===== config.mk =====
export PLATFORM = sky130hd
export DESIGN_NAME = gpio_lite
export DESIGN_NICKNAME = d
export VERILOG_FILES = /design/src/rtl/gpio_lite_reg_pkg.sv /design/src/rtl/tlul_pkg.sv /design/src/rtl/gpio_lite_tl_adapter.sv /design/src/rtl/gpio_lite.sv
export SDC_FILE = /design/constraint.sdc
export NUM_CORES = 1
export LEC_CHECK = 0
export ABC_AREA = 1
export ABC_CLOCK_PERIOD_IN_PS = 18000
export BUFFER_PORTS_ARGS = -buffer_cell sky130_fd_sc_hd__clkbuf_2
export CAP_MARGIN = 20
export CORE_MARGIN = 3
export CORE_UTILIZATION = 35
export CTS_CLUSTER_DIAMETER = 30
export CTS_CLUSTER_SIZE = 25
export DETAILED_ROUTE_END_ITERATION = 12
export GPL_ROUTABILITY_DRIVEN = 0
export GPL_TIMING_DRIVEN = 0
export PLACE_DENSITY_LB_ADDON = 0.1
export SETUP_SLACK_MARGIN = 0.1
export SLEW_MARGIN = 20
export SYNTH_ARGS = -nofsm -noshare
export SYNTH_HDL_FRONTEND = slang
export SYNTH_SLANG_ARGS = --single-unit

===== constraint.sdc =====
create_clock -name clk_i -period 18 [get_ports clk_i]
set_input_delay 3.6 -clock clk_i [delete_from_list [all_inputs] [get_ports clk_i]]
set_output_delay 3.6 -clock clk_i [all_outputs]
set_load 0.01 [all_outputs]

===== src/rtl/gpio_lite_reg_pkg.sv =====
// gpio_lite_reg_pkg: register offsets, register enum and decode helpers for gpio_lite.
package gpio_lite_reg_pkg;
   localparam logic [31:0] GPIO_LITE_INTR_STATE_OFFSET      = 32'h00;
   localparam logic [31:0] GPIO_LITE_INTR_ENABLE_OFFSET     = 32'h04;
   localparam logic [31:0] GPIO_LITE_INTR_TEST_OFFSET       = 32'h08;
   localparam logic [31:0] GPIO_LITE_DATA_IN_OFFSET         = 32'h10;
   localparam logic [31:0] GPIO_LITE_DIRECT_OUT_OFFSET      = 32'h14;
   localparam logic [31:0] GPIO_LITE_MASKED_OUT_LOWER_OFFSET = 32'h18;
   localparam logic [31:0] GPIO_LITE_MASKED_OUT_UPPER_OFFSET = 32'h1C;
   localparam logic [31:0] GPIO_LITE_DIRECT_OE_OFFSET       = 32'h20;
   localparam logic [31:0] GPIO_LITE_MASKED_OE_LOWER_OFFSET = 32'h24;
   localparam logic [31:0] GPIO_LITE_MASKED_OE_UPPER_OFFSET = 32'h28;
   localparam logic [31:0] GPIO_LITE_INTR_CTRL_EN_RISING_OFFSET  = 32'h2C;
   localparam logic [31:0] GPIO_LITE_INTR_CTRL_EN_FALLING_OFFSET = 32'h30;
   localparam logic [31:0] GPIO_LITE_INTR_CTRL_EN_LVLHIGH_OFFSET = 32'h34;
   localparam logic [31:0] GPIO_LITE_INTR_CTRL_EN_LVLLOW_OFFSET  = 32'h38;
   localparam int NumRegs = 14;
   typedef enum logic [3:0] {
      RegIntrState, RegIntrEnable, RegIntrTest, RegDataIn, RegDirectOut,
      RegMaskedOutLower, RegMaskedOutUpper, RegDirectOe, RegMaskedOeLower,
      RegMaskedOeUpper, RegCtrlRise, RegCtrlFall, RegCtrlLvlHigh, RegCtrlLvlLow,
      RegNone
   } gpio_reg_e;
   function automatic gpio_reg_e decode_reg(logic [31:0] off);
      case (off)
         GPIO_LITE_INTR_STATE_OFFSET:          return RegIntrState;
         GPIO_LITE_INTR_ENABLE_OFFSET:         return RegIntrEnable;
         GPIO_LITE_INTR_TEST_OFFSET:           return RegIntrTest;
         GPIO_LITE_DATA_IN_OFFSET:             return RegDataIn;
         GPIO_LITE_DIRECT_OUT_OFFSET:          return RegDirectOut;
         GPIO_LITE_MASKED_OUT_LOWER_OFFSET:    return RegMaskedOutLower;
         GPIO_LITE_MASKED_OUT_UPPER_OFFSET:    return RegMaskedOutUpper;
         GPIO_LITE_DIRECT_OE_OFFSET:           return RegDirectOe;
         GPIO_LITE_MASKED_OE_LOWER_OFFSET:     return RegMaskedOeLower;
         GPIO_LITE_MASKED_OE_UPPER_OFFSET:     return RegMaskedOeUpper;
         GPIO_LITE_INTR_CTRL_EN_RISING_OFFSET:  return RegCtrlRise;
         GPIO_LITE_INTR_CTRL_EN_FALLING_OFFSET: return RegCtrlFall;
         GPIO_LITE_INTR_CTRL_EN_LVLHIGH_OFFSET: return RegCtrlLvlHigh;
         GPIO_LITE_INTR_CTRL_EN_LVLLOW_OFFSET:  return RegCtrlLvlLow;
         default:                              return RegNone;
      endcase
   endfunction
   // Upper 16 bits of the write data select which bits of the half take the lower 16.
   function automatic logic [15:0] masked_upd(logic [15:0] cur, logic [31:0] wd);
      return (cur & ~wd[31:16]) | (wd[15:0] & wd[31:16]);
   endfunction
endpackage


===== src/rtl/tlul_pkg.sv =====
// tlul_pkg: TL-UL channel types and opcodes shared by TL-UL devices.
package tlul_pkg;
   typedef enum logic [2:0] {
      PutFullData    = 3'h0,
      PutPartialData = 3'h1,
      Get            = 3'h4
   } tl_a_op_e;
   typedef enum logic [2:0] {
      AccessAck     = 3'h0,
      AccessAckData = 3'h1
   } tl_d_op_e;
   localparam logic [7:0] TL_D_USER_DEFAULT = 8'h00;
   typedef struct packed {
      logic        a_valid;
      tl_a_op_e    a_opcode;
      logic [2:0]  a_param;
      logic [1:0]  a_size;
      logic [7:0]  a_source;
      logic [31:0] a_address;
      logic [3:0]  a_mask;
      logic [31:0] a_data;
      logic [7:0]  a_user;
      logic        d_ready;
   } tl_h2d_t;
   typedef struct packed {
      logic        d_valid;
      tl_d_op_e    d_opcode;
      logic [2:0]  d_param;
      logic [1:0]  d_size;
      logic [7:0]  d_source;
      logic        d_sink;
      logic [31:0] d_data;
      logic [7:0]  d_user;
      logic        d_error;
      logic        a_ready;
   } tl_d2h_t;
endpackage


===== src/rtl/gpio_lite_tl_adapter.sv =====
// gpio_lite_tl_adapter: single-outstanding TL-UL device port with error checks and a registered response.
module gpio_lite_tl_adapter
   import tlul_pkg::*;
   import gpio_lite_reg_pkg::*;
#(
   parameter int AddrLsbW = 6
) (
   input  logic                clk_i,
   input  logic                rst_i,
   input  tl_h2d_t             tl_i,
   output tl_d2h_t             tl_o,
   output logic                reg_we_o,
   output logic                reg_re_o,
   output logic [AddrLsbW-1:0] reg_addr_o,
   output logic [31:0]         reg_wdata_o,
   input  logic [31:0]         reg_rdata_i
);
   tl_d2h_t rsp_q;
   logic acc, is_get, is_put, err;
   logic unused_tl;
   assign unused_tl = ^{tl_i.a_param, tl_i.a_user, tl_i.a_address[31:AddrLsbW]};
   always_comb begin
      acc    = tl_i.a_valid & ~rsp_q.d_valid;
      is_get = tl_i.a_opcode == Get;
      is_put = tl_i.a_opcode == PutFullData || tl_i.a_opcode == PutPartialData;
      err    = ~(is_get | is_put) | (tl_i.a_address[1:0] != 2'b00) | (tl_i.a_size != 2'd2)
             | (is_put & (tl_i.a_mask != 4'hf))
             | (decode_reg(32'(tl_i.a_address[AddrLsbW-1:0])) == RegNone);
      reg_we_o    = acc & is_put & ~err;
      reg_re_o    = acc & is_get & ~err;
      reg_addr_o  = tl_i.a_address[AddrLsbW-1:0];
      reg_wdata_o = tl_i.a_data;
      tl_o         = rsp_q;
      tl_o.a_ready = ~rsp_q.d_valid;
   end
   always_ff @(posedge clk_i or posedge rst_i) begin
      if (rst_i) rsp_q <= '0;
      else if (acc) rsp_q <= '{
         d_valid:  1'b1,
         d_opcode: is_get ? AccessAckData : AccessAck,
         d_param:  3'd0,
         d_size:   tl_i.a_size,
         d_source: tl_i.a_source,
         d_sink:   1'b0,
         d_data:   reg_re_o ? reg_rdata_i : 32'h0,
         d_user:   TL_D_USER_DEFAULT,
         d_error:  err,
         a_ready:  1'b0
      };
      else if (tl_i.d_ready) rsp_q.d_valid <= 1'b0;
   end
endmodule


===== src/rtl/gpio_lite.sv =====
// gpio_lite: 32-bit GPIO with masked output/enable writes and per-pin edge/level interrupts.
module gpio_lite
   import tlul_pkg::*;
   import gpio_lite_reg_pkg::*;
#(
   parameter int AddrLsbW = 6
) (
   input  logic        clk_i,
   input  logic        rst_i,
   input  tl_h2d_t     tl_i,
   output tl_d2h_t     tl_o,
   input  logic [31:0] cio_gpio_i,
   output logic [31:0] cio_gpio_o,
   output logic [31:0] cio_gpio_en_o,
   output logic [31:0] intr_gpio_o
);
   logic                reg_we, reg_re;
   logic [AddrLsbW-1:0] reg_addr;
   logic [31:0]         reg_wdata, reg_rdata;
   gpio_reg_e           reg_sel;
   logic [NumRegs-1:0]  wr;
   logic [31:0] intr_state_q, intr_state_d, intr_en_q, intr_en_d, out_q, out_d, oe_q, oe_d;
   logic [31:0] rise_en_q, rise_en_d, fall_en_q, fall_en_d, lvlh_en_q, lvlh_en_d, lvll_en_q, lvll_en_d;
   logic [31:0] meta_q, din_q, din_prev_q, set;
   logic        unused_re;
   assign unused_re = reg_re;
   gpio_lite_tl_adapter #(.AddrLsbW(AddrLsbW)) u_tl (
      .clk_i(clk_i), .rst_i(rst_i), .tl_i(tl_i), .tl_o(tl_o),
      .reg_we_o(reg_we), .reg_re_o(reg_re), .reg_addr_o(reg_addr),
      .reg_wdata_o(reg_wdata), .reg_rdata_i(reg_rdata)
   );
   assign reg_sel = decode_reg(32'(reg_addr));
   always_comb for (int i = 0; i < NumRegs; i++) wr[i] = reg_we && (int'(reg_sel) == i);
   always_comb begin
      set = (din_q & ~din_prev_q & rise_en_q) | (~din_q & din_prev_q & fall_en_q)
          | (din_q & lvlh_en_q) | (~din_q & lvll_en_q) | (wr[RegIntrTest] ? reg_wdata : 32'h0);
      // Set is OR-ed after the W1C so a concurrent event is never lost.
      intr_state_d = (intr_state_q & ~(wr[RegIntrState] ? reg_wdata : 32'h0)) | set;
      intr_en_d = wr[RegIntrEnable] ? reg_wdata : intr_en_q;
      rise_en_d = wr[RegCtrlRise] ? reg_wdata : rise_en_q;
      fall_en_d = wr[RegCtrlFall] ? reg_wdata : fall_en_q;
      lvlh_en_d = wr[RegCtrlLvlHigh] ? reg_wdata : lvlh_en_q;
      lvll_en_d = wr[RegCtrlLvlLow] ? reg_wdata : lvll_en_q;
      out_d = wr[RegDirectOut] ? reg_wdata :
         {wr[RegMaskedOutUpper] ? masked_upd(out_q[31:16], reg_wdata) : out_q[31:16],
          wr[RegMaskedOutLower] ? masked_upd(out_q[15:0], reg_wdata) : out_q[15:0]};
      oe_d = wr[RegDirectOe] ? reg_wdata :
         {wr[RegMaskedOeUpper] ? masked_upd(oe_q[31:16], reg_wdata) : oe_q[31:16],
          wr[RegMaskedOeLower] ? masked_upd(oe_q[15:0], reg_wdata) : oe_q[15:0]};
   end
   always_comb begin
      case (reg_sel)
         RegIntrState:      reg_rdata = intr_state_q;
         RegIntrEnable:     reg_rdata = intr_en_q;
         RegDataIn:         reg_rdata = din_q;
         RegDirectOut:      reg_rdata = out_q;
         RegMaskedOutLower: reg_rdata = {16'h0, out_q[15:0]};
         RegMaskedOutUpper: reg_rdata = {16'h0, out_q[31:16]};
         RegDirectOe:       reg_rdata = oe_q;
         RegMaskedOeLower:  reg_rdata = {16'h0, oe_q[15:0]};
         RegMaskedOeUpper:  reg_rdata = {16'h0, oe_q[31:16]};
         RegCtrlRise:       reg_rdata = rise_en_q;
         RegCtrlFall:       reg_rdata = fall_en_q;
         RegCtrlLvlHigh:    reg_rdata = lvlh_en_q;
         RegCtrlLvlLow:     reg_rdata = lvll_en_q;
         default:           reg_rdata = 32'h0;
      endcase
   end
   always_ff @(posedge clk_i or posedge rst_i) begin
      if (rst_i) begin
         {meta_q, din_q, din_prev_q} <= '0;
         {intr_state_q, intr_en_q, out_q, oe_q} <= '0;
         {rise_en_q, fall_en_q, lvlh_en_q, lvll_en_q} <= '0;
      end else begin
         {meta_q, din_q, din_prev_q} <= {cio_gpio_i, meta_q, din_q};
         {intr_state_q, intr_en_q, out_q, oe_q} <= {intr_state_d, intr_en_d, out_d, oe_d};
         {rise_en_q, fall_en_q, lvlh_en_q, lvll_en_q} <= {rise_en_d, fall_en_d, lvlh_en_d, lvll_en_d};
      end
   end
   assign cio_gpio_o    = out_q;
   assign cio_gpio_en_o = oe_q;
   assign intr_gpio_o   = intr_state_q & intr_en_q;
endmodule


==> results by group <==
Outcome
  • Outcome: completed

Placed design
  • Post-Place Cells: 3439
  • PortBufs: 232
  • Dpl ws: 11270 ps
  • DPL Wire Length: 61200 um

Critical path
  • WP data required: 18590 ps
  • Startpoint Class: primary input
  • Slowest cell on crit path: nor3_2
  • Buf/Inv on CP: 3
  • CP Max Fanout: 10
  • Largest delay contributor family on the critical path: simple AND/OR/NAND/NOR gates
  • WP data arrival: 6720 ps
  • Largest stage delay, worst path: 920 ps
  • Crit Path Class: in2reg
  • Cell repeated most along the worst path: nand2_1
  • R2R Setup Slk: 14710 ps
  • CP Capture Type: flip-flop
  • CP Cell Sequence: clkbuf_2 > nor2_4 > nand2_1 > nor3_2 > inv_2 > a21oi_2 > buf_2 > nand3_1 > nand2_1

Yosys
  • Cell taking the most area after synthesis: dfrtp_1
  • Cell variety after synth: 29
  • Synth top area share: 52.2%
  • Largest cells by area after synthesis: dfrtp_1 52%, nand2_1 19%, nand3_1 5.2%
  • Post-synthesis cell area: 0.0190 mm^2
  • Top_reg_cell synth: dfrtp_1
  • Fraction of registers with async set/reset: 100%
  • Synthesized flop and latch total: 397
  • Post-synthesis sequential area ratio: 52.2%
  • Syn Inst Count: 2502
  • Syn Area/Cell: 7.61 um^2
  • Synthesis Warnings: 0
  • Post-synth EDFFs: 0

Drt
  • 1st-iter DRT viols: 2433
  • Final wirelength: 86600 um
  • Post-DR wirelength/cell: 23.8 um
  • Vias/cell: 5.31
  • DR pass1 iterations: 8
  • Detail Route Antenna Nets: 0
  • DR vias: 19324
  • DR DRC count: 0

Run
  • Max cap viols: 0

STA
  • Tcrit/Tclk final: 34.1%
  • Final Hold Fails: 0
  • Least-Margin Pin Slew: 1200 ps
  • Setup TNS: 0 ps
  • RSZ-0062 raised after global routing: false
  • Final worst setup slack: 11860 ps
  • Clock Skews: 21.1 ps
  • Fmax: 163 MHz
  • Max-slew headroom: 19.4%
  • Fin. max-slew vios: 0
  • Final setup viols: 0
  • Post-layout minimum cycle time: 6140 ps

Floorplanning
  • Ports: 284
  • Core Region: 0.0532 mm^2
  • Row count: 84
  • Die Height: 239 um
  • Starting Density: 35.8%
  • DIE AREA: 0.0573 mm^2
  • Die span in x: 239 um

Power
  • Overall power: 2970 uW
  • PD cells: 119 mW/mm^2
  • Worst vdd ir: 0.0837 mV
  • Leak: 0.0130 uW

Worst hold path
  • Hold Crit Class: reg2reg

Clock network
  • Post-CTS setup buffers: 0
  • Root buffer cell: clkbuf_16
  • Clock Pin Slew Worst Setup and Hold Paths: 40 ps
  • CTS Sinks: 397
  • Hold_buf cts: 0
  • H-tree Lvls: 3
  • CTS tree: yes
  • CTS resizes: 0
  • CTS max path bufs: 3
  • Worst-skew pair later-pin latency: 650 ps
  • Num CTS Buffers: 103

Cells and area
  • P&R area growth vs syn: 30.7%
  • Final Net Count: 2984
  • Final Non-Filler Cells: 3637
  • Layout cell share with drive strength beyond 1: 17.9%

Global route
  • Global Route Usage Sum: 30.1%
  • Gr ovfl total: 0
  • Vias in the first global route: 18677
  • Largest net degree at the start of global routing: 96
  • First-pass GRT wire length: 125000 um
  • Antenna violations before repair: 3
routing by layer:
metal | track usage (%) | share of wire [%] | vias to the layer above
met4 | 15.6 | 5.4 | 2
li1 | - | - | 8703
met5 | 0 | 0.0069 | -
met1 | 39.6 | 41 | 9287
met3 | 9.10 | 11 | 256
met2 | 44.8 | 43 | 1076
worst reg2reg max path, stage by stage, from the launching register on:
cell and delay [ps]:
dfrtp_1 370, inv_1 80, nand2_1 280, nor2_1 660
nand4_1 180, nor2_1 510, clkbuf_1 810, a21boi_0 210
nand2_1 120
per-stage QoR:
stage                     util (%)  area [um^2]  hold slack, ps
after global routing          46.8        24900             348
after detailed placement      39.9        21200             335
after floorplan                  -        19100             331
after global placement        39.7        21100             331
after CTS                     46.8        24900             340
final                         46.8        24900             337
synth_stat cells (2+ instances only):
cell / instances
inv_2: 5
dfrtp_1: 397
clkbuf_1: 43
nor2_2: 8
buf_2: 68
nand3_1: 199
nor3_2: 2
nand4_1: 42
inv_1: 206
nand2_2: 5
o21ai_0: 156
a21oi_2: 2
o21a_1: 14
nor2_4: 2
a21oi_1: 66
buf_4: 14
nor2_1: 144
buf_1: 4
nand3b_1: 4
o21ai_1: 100
a21boi_0: 31
nand3_2: 6
nand2_1: 978
layout make-up:
type / instances / area, um^2
multi-input combinational: 1777 / 7740
clock buffer: 145 / 2980
inverter: 212 / 803
tap: 688 / 861
clock inverter: 49 / 681
antenna: 4 / 10.0
buffer: 129 / 622
timing repair buffer: 236 / 1270
fill: 5412 / 28300
sequential: 397 / 9930
cell families after synthesis:
| group | synth area share (%) |
|---|---|
| other cells | 0.0197 |
| simple gates | 29.9 |
| compound gates | 10.5 |
| buf+inv | 7.44 |
| mux | 0.0591 |
| flops | 52.2 |
cell usage in the layout, fill, tap and decap left out, types with 68 or more instances in the layout:
cell type | netlist | layout
buf_2 | 68 | 68
clkbuf_16 | 0 | 103
clkbuf_2 | 0 | 232
dfrtp_1 | 397 | 397
inv_1 | 206 | 205
nand2_1 | 978 | 978
nand3_1 | 199 | 199
nor2_1 | 144 | 144
o21ai_0 | 156 | 156
o21ai_1 | 100 | 100
power by group:
part,switching (uW),internal (uW)
combinational,107,30.1
clock,577,1330
sequential,11.8,913
worst paths after layout:
kind / start / endpoint / depth (start not counted)
setup / recovery: tl_i[46] / flip-flop / 9
hold / removal: meta_q[31] / din_q[31] / 0
setup reg to reg: u_tl.tl_o[59] / intr_state_q[21] / 8
hold reg to reg: meta_q[31] / din_q[31] / 0
max in group asynchronous: rst_i / din_q[2] / 5
min in group asynchronous: rst_i / intr_state_q[17] / 2
No activity file was read; power rests on OpenSTA's default activity.
